**config.mk**
```make
export PLATFORM = sky130hd
export DESIGN_NAME = plcp_header_gen
export DESIGN_NICKNAME = d
export VERILOG_FILES = /design/src/rtl/plcp_header_gen.sv
export SDC_FILE = /design/constraint.sdc
export NUM_CORES = 1
export LEC_CHECK = 0
export CAP_MARGIN = 20
export CORE_MARGIN = 2
export CORE_UTILIZATION = 51
export CTS_BUF_LIST = sky130_fd_sc_hd__clkbuf_4 sky130_fd_sc_hd__clkbuf_8
export CTS_CLUSTER_DIAMETER = 50
export CTS_CLUSTER_SIZE = 28
export DETAILED_ROUTE_END_ITERATION = 8
export HOLD_SLACK_MARGIN = 0.02
export PLACE_DENSITY = 0.84
export SKIP_LAST_GASP = 1
export SYNTH_ARGS = -nofsm -noshare
export SYNTH_HDL_FRONTEND = slang
export SYNTH_SLANG_ARGS = --single-unit
```
**constraint.sdc**
```tcl
create_clock -name clk -period 3 [get_ports clk]
set_clock_uncertainty 0.1 [all_clocks]
set_input_delay 0.6 -clock clk [delete_from_list [all_inputs] [get_ports clk]]
set_output_delay 0.6 -clock clk [all_outputs]
set_load 0.02 [all_outputs]
```
**src/rtl/plcp_header_gen.sv**
```systemverilog
// 802.11b long-preamble PLCP serializer: SYNC, SFD, SIGNAL/SERVICE/LENGTH and header CRC,
// one bit per accepted beat, driving an external serial CRC-16 over the 32 header bits.
module plcp_header_gen #(
  parameter int unsigned SYNC_LEN   = 128,
  parameter logic [15:0] SFD_VAL    = 16'hF3A0,
  parameter logic [7:0]  SIGNAL_VAL = 8'h0A
) (
  input  logic        clk,
  input  logic        rst_n,
  input  logic        start,
  input  logic [7:0]  service,
  input  logic [15:0] length_us,
  output logic        busy,
  output logic        bit_out,
  output logic        bit_valid,
  input  logic        bit_ready,
  output logic        hdr_done,
  output logic        crc_init,
  output logic        crc_en,
  output logic        crc_bit,
  input  logic [15:0] crc_value
);

  typedef enum logic [2:0] {IDLE, SYNC, SFD, HDR, CRC, DONE} state_t;

  localparam logic [7:0] SYNC_LAST = 8'(SYNC_LEN - 1);

  state_t      state;
  state_t      next_field;
  logic [7:0]  cnt;
  logic [7:0]  service_q;
  logic [15:0] length_q;
  logic [31:0] hdr_word;
  logic        accept;
  logic        field_last;

  assign hdr_word = {length_q, service_q, SIGNAL_VAL};
  assign accept   = bit_valid & bit_ready;

  // bit_out is decoded from registered state/count so it holds across stalls; the CRC
  // field reads crc_value live because the external CRC settles on the last HDR accept edge.
  always_comb begin
    bit_out    = 1'b0;
    field_last = 1'b0;
    next_field = IDLE;
    case (state)
      SYNC: begin
        bit_out    = 1'b1;
        field_last = (cnt == SYNC_LAST);
        next_field = SFD;
      end
      SFD: begin
        bit_out    = SFD_VAL[cnt[3:0]];
        field_last = (cnt == 8'd15);
        next_field = HDR;
      end
      HDR: begin
        bit_out    = hdr_word[cnt[4:0]];
        field_last = (cnt == 8'd31);
        next_field = CRC;
      end
      CRC: begin
        bit_out    = crc_value[4'd15 - cnt[3:0]];
        field_last = (cnt == 8'd15);
        next_field = DONE;
      end
      default: ;
    endcase
  end

  assign crc_en  = accept & (state == HDR);
  assign crc_bit = bit_out & (state == HDR);

  always_ff @(posedge clk or negedge rst_n) begin
    if (!rst_n) begin
      state     <= IDLE;
      cnt       <= '0;
      service_q <= '0;
      length_q  <= '0;
      bit_valid <= 1'b0;
      busy      <= 1'b0;
      hdr_done  <= 1'b0;
      crc_init  <= 1'b0;
    end else begin
      crc_init <= 1'b0;
      hdr_done <= 1'b0;
      case (state)
        IDLE: begin
          if (start) begin
            service_q <= service;
            length_q  <= length_us;
            crc_init  <= 1'b1;
            bit_valid <= 1'b1;
            busy      <= 1'b1;
            cnt       <= '0;
            state     <= SYNC;
          end
        end
        SYNC, SFD, HDR, CRC: begin
          if (accept) begin
            if (field_last) begin
              cnt   <= '0;
              state <= next_field;
              if (state == CRC) begin
                bit_valid <= 1'b0;
                busy      <= 1'b0;
                hdr_done  <= 1'b1;
              end
            end else begin
              cnt <= cnt + 8'd1;
            end
          end
        end
        DONE: begin
          state <= IDLE;
        end
        default: begin
          state     <= IDLE;
          bit_valid <= 1'b0;
          busy      <= 1'b0;
        end
      endcase
    end
  end

endmodule
```
==> flow_summary.yaml <==
run_status:
  outcome: "finished, violations left"
  failed_checks: "setup timing"
clocking:
  clock_path_buffers: 2
  numCtsBuffers: 5
  cts_sinks: 38
  clk_pin_slew_ps: 80
  hold_buffers: 0
  ctsHtreeMaxLevel: 2
  clk_latency_ps: 300
  cts_root_buffer: "clkbuf_8"
  tritoncts: "built"
yosys:
  synth-edff-count: 0
  ys_types: 47
  ys.flop_type: "dfrtp_1"
  ys_seq_elements: 38
  async_reset_ff_frac: 1.00
  syn_inst: 177
  syn-num-nets: 222
  syn_area_per_cell_sq_um: 12.1
  synth-warning-count: 0
  yosysSeqAreaShare: 0.445
  synthesis.area_sq_um: 2140
die:
  die-area_sq_um: 4720
  num_io_pins: 51
  coreArea_sq_um: 4030
  die_w_um: 68.7
  die_h_um: 68.7
  num_rows: 23
  initial_core_util: 0.530
setup_path:
  cpLargestDelayFamily: "multiplexers"
  crit_start: "crc_value[5]"
  crit_path_cell_trace: "clkdlybuf4s50_1, mux4_2, mux2i_1, nor3_1, or4_1, buf_6"
  cp-start-kind: "input pin"
  r2r-start: "cnt[1]"
  path_buf_inv: 2
  cp_slowest_stage_delay_ps: 540
  path_max_fanout: 1
  crit_required_ps: 2300
  arrival_ps: 2410
  reg2reg_slack_ps: 510
  cp-end-kind: "output port"
  cp_slowest_cell: "or4_1"
  path_class: "in2out"
global_routing:
  met2_usage: 0.363
  grt_use_met3: 0.0422
  grt_pass1_vias: 1614
  antenna_found_initial: 0
  grt_usage: 0.215
  busiest_layer: "met2"
  met1_usage: 0.267
  grt_max_degree: 39
  gr-total-overflow: 0
  grt_pass1_wl_mm: 7.40
layout:
  finish.utilization: 0.708
  nets: 279
  mostFrequentLayoutCell: "clkdlybuf4s50_1"
  drive_gt1_frac: 0.243
  fill_cells: 294
  mostFrequentLayoutCells: "47 x clkdlybuf4s50_1, 37 x dfrtp_1, 27 x mux2_2"
  area_delta_synth_final_pct: 33.5
  diodes: 0
sta:
  setup_ws_ps: -107
  fin_crit_ps: 3110
  finalHoldViolations: 0
  fin_setup_tns_ps: -107
  setup_viol: 1
  period_share: 1.04
  timing.fmax_ghz: 0.322
  slew_violations: 0
  worstMarginPinSlew_ps: 864
  slew_headroom: 0.424
  rsz0062_at_grt: "true"
drt:
  ant_nets: 0
  post-route-drc-count: 0
  viasPerCell: 5.87
  drt-wirelength-per-cell_um: 16.3
  totalWireLength_mm: 4.63
  dr.pass1.iters: 4
  drt-initial-drc-count: 83
  via_count: 1674
place:
  dp_hpwl_mm: 3.27
  gp_congestion: 0.873
  port-buffer-count: 50
power:
  ir_drop_uv: 518
  total_power_mw: 2.32
  powerDensity_nw_per_um2: 812
  p_leak_nw: 1.19
flow_run:
  maxCapViolCount: 0
worst_hold_path:
  hold_class: "in2async"
-- routing by layer --
layer / wire length, um / part of all wire
met1: 2000 / 0.43
met5: 0 / 0
met4: 48 / 0.010
met3: 216 / 0.047
met2: 2370 / 0.51
-- worst reg2reg max path, cell delays in order (launching register included) --
cell and delay, ps:
dfrtp_1 460, buf_4 210, buf_4 150, ha_1 170, nand3_1 190, a211o_1 340, a31oi_1 170, buf_4 180
nor3_1 90, a221o_1 320
-- final cells by class --
| type | count | area (sq um) | area share |
|---|---|---|---|
| clock buffers | 5 | 68.8 | 0.0241 |
| repair buffers | 62 | 598 | 0.210 |
| inverters | 4 | 15.0 | 0.00526 |
| well taps | 50 | 62.6 | 0.0219 |
| flip-flops and latches | 38 | 952 | 0.334 |
| clock inverters | 3 | 68.8 | 0.0241 |
| multi-input cells | 123 | 1090 | 0.381 |
-- kinds of logic after synthesis --
family / after synthesis / share of synthesized area
buf+inv: 16 / 0.0457
compound gates: 33 / 0.105
xor+xnor: 2 / 0.00820
flops: 38 / 0.445
simple gates: 47 / 0.124
fa+ha+maj: 1 / 0.00585
mux: 40 / 0.266
-- sequential cells by signal (all words and copies together), names as in the netlist --
name       cells
length_q      16
cnt            8
service_q      8
state          3
bit_valid      1
crc_init       1
hdr_done       1
-- Yosys cell counts, types with 5 or more instances --
| cell type | number | area [sq um] |
|---|---|---|
| and3_1 | 5 | 31.3 |
| mux4_1 | 6 | 158 |
| nand3_1 | 6 | 30.0 |
| nor2_1 | 5 | 18.8 |
| nor3_1 | 7 | 35.0 |
| o21ai_0 | 7 | 35.0 |
| buf_2 | 6 | 30.0 |
| dfrtp_1 | 38 | 951 |
| mux2_2 | 27 | 304 |
| a21oi_1 | 6 | 30.0 |
| nand2_1 | 8 | 30.0 |
-- timing repair --
action / 4_1_cts / 5_1_grt
setup endpoints to repair: 2 / 1
pin swaps: 2 / 1
buffers inserted: 0 / 1
resized for setup: 9 / 1
-- report_power, final --
group	internal (mW)	switching (mW)
clock	0.333	0.196
sequential	0.715	0.145
combinational	0.557	0.372
total	1.61	0.713
-- stage by stage --
stage	setup slack (ps)	cell area (sq um)	hold slack (ps)	cells
final	-107	2850	299	285
after global placement	-438	2710	383	276
after CTS	-133	2850	337	284
after global routing	-158	2850	381	285
after detailed placement	-469	2710	391	276
after floorplan	202	2140	204	177
-- final timing paths --
kind	to	cells past startpoint
min in group clk	length_q[4]	1
worst min-delay path	cnt[6]	1
worst max register to register	cnt[6]	9
max in group asynchronous	cnt[0]	1
worst max-delay path	bit_out	6
worst min register to register	length_q[4]	1
No activity file was read; power rests on OpenSTA's default activity.
